==> src/rtl/prio_pkg.sv <==
// Shared definitions for the registered priority encoder / round-robin arbiter.
package prio_pkg;

    localparam logic MODE_FIXED = 1'b0;
    localparam logic MODE_RR    = 1'b1;

endpackage : prio_pkg

==> src/rtl/prio_search.sv <==
// Combinational circular search: first set bit of vec scanning start, start+1, ..., wrapping at N-1.
module prio_search #(
    parameter  int unsigned N = 8,
    localparam int unsigned W = $clog2(N)
) (
    input  logic [N-1:0] vec,
    input  logic [W-1:0] start,
    output logic         found,
    output logic [W-1:0] idx
);

    int unsigned w_pos;
    logic [W-1:0] w_pos_idx;

    // Rotate by start, take the lowest set bit, map back to an index modulo N.
    always_comb begin
        found     = 1'b0;
        idx       = '0;
        w_pos     = 0;
        w_pos_idx = '0;
        for (int unsigned k = 0; k < N; k++) begin
            w_pos = 32'(start) + k;
            if (w_pos >= N) begin
                w_pos = w_pos - N;
            end
            w_pos_idx = W'(w_pos);
            if (!found && vec[w_pos_idx]) begin
                found = 1'b1;
                idx   = w_pos_idx;
            end
        end
    end

endmodule : prio_search

==> src/rtl/prio_encoder_rr.sv <==
// Registered priority encoder with fixed or round-robin selection and a valid/ready output stage.
module prio_encoder_rr #(
    parameter  int unsigned N = 8,
    localparam int unsigned W = $clog2(N)
) (
    input  logic         clk,
    input  logic         rst_n,
    input  logic [N-1:0] req,
    input  logic         mode,
    input  logic         out_ready,
    output logic         out_valid,
    output logic [W-1:0] code,
    output logic [N-1:0] onehot
);

    import prio_pkg::*;

    logic         r_valid;
    logic [W-1:0] r_code;
    logic [N-1:0] r_onehot;
    logic [W-1:0] r_ptr;

    logic         w_accept;
    logic         w_load;
    logic [W-1:0] w_ptr_next;
    logic [W-1:0] w_start;
    logic         w_found;
    logic [W-1:0] w_idx;

    assign w_accept = r_valid && out_ready;
    assign w_load   = !r_valid || out_ready;

    // The grant completing this edge moves the pointer, and a same-edge load already sees it.
    always_comb begin
        w_ptr_next = r_ptr;
        if (w_accept) begin
            w_ptr_next = (32'(r_code) == N - 1) ? '0 : r_code + W'(1);
        end
    end

    assign w_start = (mode == MODE_FIXED) ? '0 : w_ptr_next;

    prio_search #(
        .N(N)
    ) u_search (
        .vec  (req),
        .start(w_start),
        .found(w_found),
        .idx  (w_idx)
    );

    always_ff @(posedge clk or negedge rst_n) begin
        if (!rst_n) begin
            r_valid  <= 1'b0;
            r_code   <= '0;
            r_onehot <= '0;
            r_ptr    <= '0;
        end else begin
            r_ptr <= w_ptr_next;
            if (w_load) begin
                if (w_found) begin
                    r_valid  <= 1'b1;
                    r_code   <= w_idx;
                    r_onehot <= N'(1) << w_idx;
                end else begin
                    // Empty request: drop valid, keep the last code so it is never undefined.
                    r_valid  <= 1'b0;
                    r_onehot <= '0;
                end
            end
        end
    end

    assign out_valid = r_valid;
    assign code      = r_code;
    assign onehot    = r_onehot;

endmodule : prio_encoder_rr
==> config.mk <==
export PLATFORM = sky130hd
export DESIGN_NAME = prio_encoder_rr
export DESIGN_NICKNAME = d
export VERILOG_FILES = /design/src/rtl/prio_pkg.sv /design/src/rtl/prio_search.sv /design/src/rtl/prio_encoder_rr.sv
export SDC_FILE = /design/constraint.sdc
export NUM_CORES = 1
export LEC_CHECK = 0
export ABC_AREA = 1
export CAP_MARGIN = 15
export CELL_PAD_IN_SITES_DETAIL_PLACEMENT = 0
export CELL_PAD_IN_SITES_GLOBAL_PLACEMENT = 1
export CORE_AREA = 8 8 74 76
export CTS_CLUSTER_SIZE = 14
export DETAILED_ROUTE_END_ITERATION = 10
export DIE_AREA = 0 0 82 84
export PLACE_DENSITY = 0.74
export SLEW_MARGIN = 20
export SYNTH_ARGS = -nofsm -noshare
export SYNTH_HDL_FRONTEND = slang
export SYNTH_HIERARCHICAL = 1
export SYNTH_SLANG_ARGS = --single-unit
==> constraint.sdc <==
create_clock -name clk -period 8.15 [get_ports clk]
set_input_delay 0.815 -clock clk [delete_from_list [all_inputs] [get_ports clk]]
set_output_delay 0.815 -clock clk [all_outputs]
set_load 0.005 [all_outputs]
==> results of run 1 <==
## worst register-to-register path, cell delays in order (launching register included)
cell and delay (ps):
dfrtp_1 410, ha_1 280, o21ai_0 120, nor2_1 550, inv_2 170, ha_1 410
inv_1 230, nand3_1 130, nand2_1 100, nor2_1 90, a31oi_2 270, inv_2 80
nor2_4 170, nand3b_1 210, nand2_2 300, nand2_1 110, o21ai_2 60
## kinds of logic (layout without fill, tap and decap cells)
kind of cell,after synthesis,after routing,share of synthesized area (%)
DFF,15,15,25.8
buffers and inverters,30,52,9.90
and+or+nand+nor,140,140,47.5
adders and majority gates,4,4,3.45
AOI/OAI and AO/OA,19,19,10.3
xor gates and xnor gates,4,4,2.93
## stage by stage
| step | instance area (um^2) | util (%) | power (uW) | std cells | setup slack (ps) |
|---|---|---|---|---|---|
| after floorplan | 1450 | - | 469 | 212 | 4770 |
| after global placement | 1700 | 39.9 | 593 | 282 | 3620 |
| after detailed placement | 1700 | 39.9 | 591 | 282 | 3580 |
| after CTS | 1750 | 41.0 | 652 | 286 | 3840 |
| after global routing | 1750 | 41.0 | 719 | 286 | 3380 |
| final | 1750 | 41.0 | 645 | 286 | 3860 |
## metal layers
layer / up-vias / wire length (um)
li1: 736 / -
met1: 634 / 1600
met2: 33 / 1710
met3: 7 / 186
met4: 0 / 90
met5: - / 0
## state kept, by name, indices dropped and copies added (netlist names)
signal,count
r_ptr,3
onehot,8
out_valid,1
code,3
## power groups by stage
stage	logic, uW	registers [uW]	clock network [uW]
2_1_floorplan	348	121	0
3_3_place_gp	473	121	0
3_5_place_dp	469	122	0
4_1_cts	471	120	61.1
5_1_grt	530	124	65.0
6_report	466	119	59.5
## layout by cell type, fill, tap and decap left out, types with 2 or more instances in the layout
cell / n
nand4_1: 7
nand2_2: 11
nor2_1: 18
ha_1: 4
dfrtp_1: 15
a31oi_2: 2
nand2_1: 59
nor2_4: 3
inv_1: 19
clkdlybuf4s50_1: 23
nor3_1: 2
nand3_2: 5
xnor2_1: 2
o21ai_0: 4
clkbuf_8: 3
nand3_1: 32
o21ai_2: 9
inv_2: 5
## path summary, 6_finish.rpt
check / depth (start not counted) / slack (ps) / to
setup / recovery: 18 / 3860 / code[2]
hold / removal: 2 / 480 / onehot[6]
setup reg to reg: 16 / 4400 / code[2]
hold reg to reg: 2 / 480 / onehot[6]
max in group asynchronous: 1 / 6770 / code[0]
min in group asynchronous: 1 / 960 / onehot[2]
## area by class of cell
class | instances | area [um^2]
multi-input cells | 167 | 933
inverters | 24 | 90.1
flip-flops and latches | 15 | 375
clock buffers | 3 | 41.3
repair buffers | 24 | 238
clock inverters | 1 | 5.00
fillers | 461 | 2520
well taps | 52 | 65.1
==> flow_metrics.py, run 1 <==
metrics = {
    "run_status": {
        "outcome": "complete, no violations",
    },
    "grt": {
        "gr-total-overflow": 0,
        "grt_pass1_wl_mm": 6.26,
        "antenna_found_initial": 0,
        "grtUsageMet3_pct": 0.970,
        "use_met1_pct": 13.4,
        "grt_max_degree": 16,
        "grt_pass1_vias": 1356,
        "gr-max-usage-layer": "met2",
        "track_usage_pct": 11.0,
        "grt_use_met2_pct": 18.5,
    },
    "synthesis": {
        "ys_top_cells_by_count": "nand2_1, nand3_1, inv_1, nor2_1, dfrtp_1",
        "synth.area.top_cells": "dfrtp_1, nand2_1, nand3_1, o21ai_2, inv_1",
        "synth_area_leader_cell": "dfrtp_1",
        "ys_ff_latch": 15,
        "yosys_most_used_dff": "dfrtp_1",
        "yosys_warnings": 6,
        "syn_area_per_cell_um2": 6.85,
        "netlist_instances": 212,
        "synth.most_common_cell": "nand2_1",
        "syn_area_um2": 1450,
        "ys_seq_area_share_pct": 25.8,
        "async_flop_share_pct": 100,
        "synth_enable_flop_cells": 0,
        "syn_nets": 228,
        "synth_cell_types": 28,
        "synth_top_area_share_pct": 25.8,
    },
    "route": {
        "drt_iter0_markers": 37,
        "via_count": 1410,
        "via_per_inst": 4.93,
        "drt_first_pass_iters": 4,
        "drt-total-wl_mm": 3.59,
        "antenna_left": 0,
        "avgRoutedWirePerCell_um": 12.5,
        "drc": 0,
    },
    "die": {
        "die_w_um": 82,
        "fp-row-count": 24,
        "die_y_um": 84,
        "io_pins": 24,
        "fp.coreArea_um2": 4260,
        "start_util_pct": 34.1,
        "die-area_um2": 6890,
    },
    "power_and_ir_drop": {
        "p_leak_uw": 0.000844,
        "p_sw_share_pct": 52.0,
        "p_clk_share_pct": 9.2,
        "p_seq_share_pct": 18.5,
        "powerDensity_nw_per_um2": 369,
        "switchingPower_uw": 335,
        "p_int_uw": 310,
        "p_comb_share_pct": 72.3,
        "vdd_drop_max_v": 0.000144,
    },
    "cts": {
        "post_cts_buffers": 0,
        "clk_latency_ps": 250,
        "cts_resized": 0,
        "cts-htree-levels": 1,
        "clk_pin_slew_ps": 60,
        "cts_buffers": 3,
        "clockBufferDepth": 2,
        "holdBufCountCts": 0,
        "cts_sinks": 15,
        "root_buffer": "clkbuf_8",
        "cts_tree": "built",
    },
    "run": {
        "drv_cap": 0,
    },
    "worst_setup_path": {
        "cp.required_ps": 8320,
        "worst_setup_path_start_kind": "input pin",
        "path_class": "in -> reg",
        "arrival_ps": 4460,
        "crit_fanout": 11,
        "crit_chain": "clkdlybuf4s50_1 -> nand2_1 -> nand2_1 -> o21ai_0 -> nor2_1 -> inv_2 -> ha_1 -> inv_1 -> nand3_1 -> nand2_1 -> nor2_1 -> a31oi_2 -> inv_2 -> nor2_4 -> nand3b_1 -> nand2_2 -> nand2_1 -> o21ai_2",
        "rr_startpoint": "code[0]",
        "cp_slowest_cell": "nor2_1",
        "path_buf_inv": 4,
        "max_stage_delay_ps": 550,
        "cp_common_cell": "nand2_1",
        "cpLargestDelayFamily": "simple AND/OR/NAND/NOR gates",
        "critPathLaunch": "out_ready",
        "setup.worst_path.end_class": "register",
    },
    "sta": {
        "fin_crit_sh_pct": 52.6,
        "drv_slew": 0,
        "relSlewSlack_pct": 46.1,
        "setup-tns-final_ps": 0,
        "worst_clock_skew_ps": 4.74,
        "setup_viol": 0,
        "timing.fmax_ghz": 0.233,
        "worst_slew_pin_slew_ps": 806,
        "hold_violations": 0,
        "rsz0062_at_grt": "no",
        "fin_crit_ps": 4290,
        "whs_ps": 484,
    },
    "placement": {
        "gp_congestion": 0.863,
        "io_buffer_count": 23,
        "hpwlAfterDp_mm": 3.04,
    },
    "worst_hold_path": {
        "min_from": "onehot[6]",
        "hold_class": "reg -> reg",
    },
    "finish": {
        "nets": 251,
        "area_growth_pct": 20.3,
        "antenna_cells": 0,
        "drive_gt1_share_pct": 18.4,
    },
}
No activity file was read; power rests on OpenSTA's default activity.
==> inputs of run 2 (changes only) <==
Settings changed: CORE_AREA 8 8 74 76 to 8 8 75 77, DIE_AREA 0 0 82 84 to 0 0 83 85.
Clock period 8.15 ns to 3.55 ns, I/O delays scaled along.
==> run 2 against run 1 <==
Die area up 2.4%; via count rose by 0.78%; global-route usage shrank 0.40 points; cell area increased by 3.6%; register-to-register slack got worse by 4100 ps; worst hold slack got worse by 6.5 ps; wire length increased by 0.75%; first-iteration DRC count grew 11%; critical path depth is 1 higher; clock skew down 1.5 ps; total power increased by 140%; cell count is 2.8% higher; highest routed layer unchanged.
==> flow_metrics.py, run 2 (synthesis results as in run 1) <==
metrics = {
    "finish": {
        "nFillCells": 506,
        "drive_gt1_share_pct": 22.5,
        "final_cell_mix": "nand2_1, nand3_1, clkdlybuf4s50_1",
        "nets": 257,
        "antenna_cells": 0,
        "fin_util_pct": 39.9,
        "layout_commonest_cell": "nand2_1",
        "area_growth_pct": 24.6,
        "final_area_um2": 1810,
        "largest_reg_flops": 8,
    },
    "power_and_ir_drop": {
        "p_leak_uw": 0.000878,
        "p_int_uw": 753,
        "p_seq_share_pct": 17.8,
        "switchingPower_uw": 784,
        "vdd_drop_max_v": 0.000315,
        "powerDensity_nw_per_um2": 849,
        "p_comb_share_pct": 73.3,
        "p_total_uw": 1540,
        "p_sw_share_pct": 51.0,
        "p_clk_share_pct": 8.9,
    },
    "die": {
        "fp.coreArea_um2": 4540,
        "start_util_pct": 32.0,
        "fp-row-count": 25,
        "die_w_um": 83,
        "io_pins": 24,
        "die-area_um2": 7060,
        "die_y_um": 85,
    },
    "grt": {
        "antenna_found_initial": 0,
        "grt_use_met2_pct": 17.0,
        "grtUsageMet3_pct": 2.20,
        "use_met1_pct": 12.5,
        "gr-max-usage-layer": "met2",
        "grt_pass1_vias": 1406,
        "track_usage_pct": 10.6,
        "gr-total-overflow": 0,
        "grt_pass1_wl_mm": 6.35,
        "grt_max_degree": 16,
    },
    "cts": {
        "clk_latency_ps": 250,
        "cts-htree-levels": 1,
        "clk_pin_slew_ps": 60,
        "post_cts_buffers": 0,
        "cts_sinks": 15,
        "cts_buffers": 3,
        "holdBufCountCts": 0,
        "root_buffer": "clkbuf_8",
        "cts_tree": "built",
        "clockBufferDepth": 2,
    },
    "sta": {
        "timing.fmax_ghz": 0.308,
        "fin_crit_sh_pct": 91.4,
        "setup-tns-final_ps": 0,
        "worst_slew_pin_slew_ps": 670,
        "fin_crit_ps": 3240,
        "worst_clock_skew_ps": 3.21,
        "whs_ps": 478,
        "setup_viol": 0,
        "hold_violations": 0,
        "relSlewSlack_pct": 55.2,
        "drv_slew": 0,
    },
    "worst_setup_path": {
        "setup.worst_path.end_class": "register",
        "critPathLaunch": "code[0]",
        "arrival_ps": 3380,
        "rr_startpoint": "code[0]",
        "worst_setup_path_start_kind": "register",
        "crit_fanout": 7,
        "ff2ff_path_depth": 19,
        "cp.required_ps": 3690,
        "path_class": "reg -> reg",
    },
    "worst_hold_path": {
        "min_from": "onehot[3]",
        "whs_path_depth": 2,
        "hold_class": "reg -> reg",
    },
    "route": {
        "drc": 0,
        "via_count": 1421,
        "antenna_left": 0,
        "via_per_inst": 4.83,
        "drt-total-wl_mm": 3.61,
        "drt_iter0_markers": 41,
        "drt_first_pass_iters": 4,
        "avgRoutedWirePerCell_um": 12.3,
    },
    "placement": {
        "io_buffer_count": 23,
        "dpl_cell_area_um2": 1750,
        "hpwlAfterDp_mm": 2.95,
        "gp_congestion": 0.844,
    },
    "run_status": {
        "outcome": "complete, no violations",
    },
    "run": {
        "drv_cap": 0,
    },
}
==> run 2: cell types whose count changed in the layout (fill, tap and decap cells not counted), sizes merged <==
cell / before / now
clkinv: 1 / 0
buf: 1 / 7
clkbuf: 3 / 4
==> run 2: path summary, 6_finish.rpt <==
check	endpoint	slack, ps
setup / recovery	onehot[1]	310
hold / removal	onehot[3]	480
setup reg to reg	onehot[1]	310
hold reg to reg	onehot[3]	480
max in group asynchronous	onehot[5]	2600
min in group asynchronous	r_ptr[0]	520
==> run 2: through the flow <==
stage	setup WS (ps)	std cells
after floorplan	273	212
final	306	294
after global placement	136	290
after global routing	-3.79	294
after detailed placement	118	290
after CTS	239	294
==> run 2: area by class of cell <==
cell class | count | area [um^2] | share of cell area [%]
multi-input combinational | 167 | 950 | 52.5
timing repair buffer | 30 | 283 | 15.6
tap | 54 | 67.6 | 3.73
inverter | 24 | 90.1 | 4.98
clock buffer | 4 | 45.0 | 2.49
sequential | 15 | 375 | 20.7
==> run 2: what timing repair did <==
item | 4_1_cts | 5_1_grt
endpoints found under the setup margin | 0 | 10
hold endpoints to repair | 0 | 0
gates resized for setup | 0 | 6
==> run 2: power groups by stage <==
stage / Combinational [uW] / Clock, uW / Sequential, uW
2_1_floorplan: 799 / 0 / 278
3_3_place_gp: 1110 / 0 / 276
3_5_place_dp: 1110 / 0 / 277
4_1_cts: 1110 / 140 / 275
5_1_grt: 1280 / 148 / 283
6_report: 1130 / 137 / 274
==> run 2: worst max-delay path, cell delays in order, from the launching register on <==
cell and delay (ps):
dfrtp_1 410, ha_1 210, ha_1 170, nor2_1 90, nand2_1 90, a21oi_2 170, inv_2 50, ha_1 360
inv_1 170, nand3_1 120, nand2_1 90, nor2_1 60, a31oi_2 250, inv_2 70, nor2_4 170, nand3_1 90
nand4_1 200, inv_1 150, nand3_1 130, o21ai_2 60
==> run 2: metal layers <==
metal	routed length, um	share of wire [%]	vias up
met4	101	2.8	0
met1	1670	46	631
met5	0	0	-
li1	-	-	749
met2	1660	46	34
met3	185	5.1	7
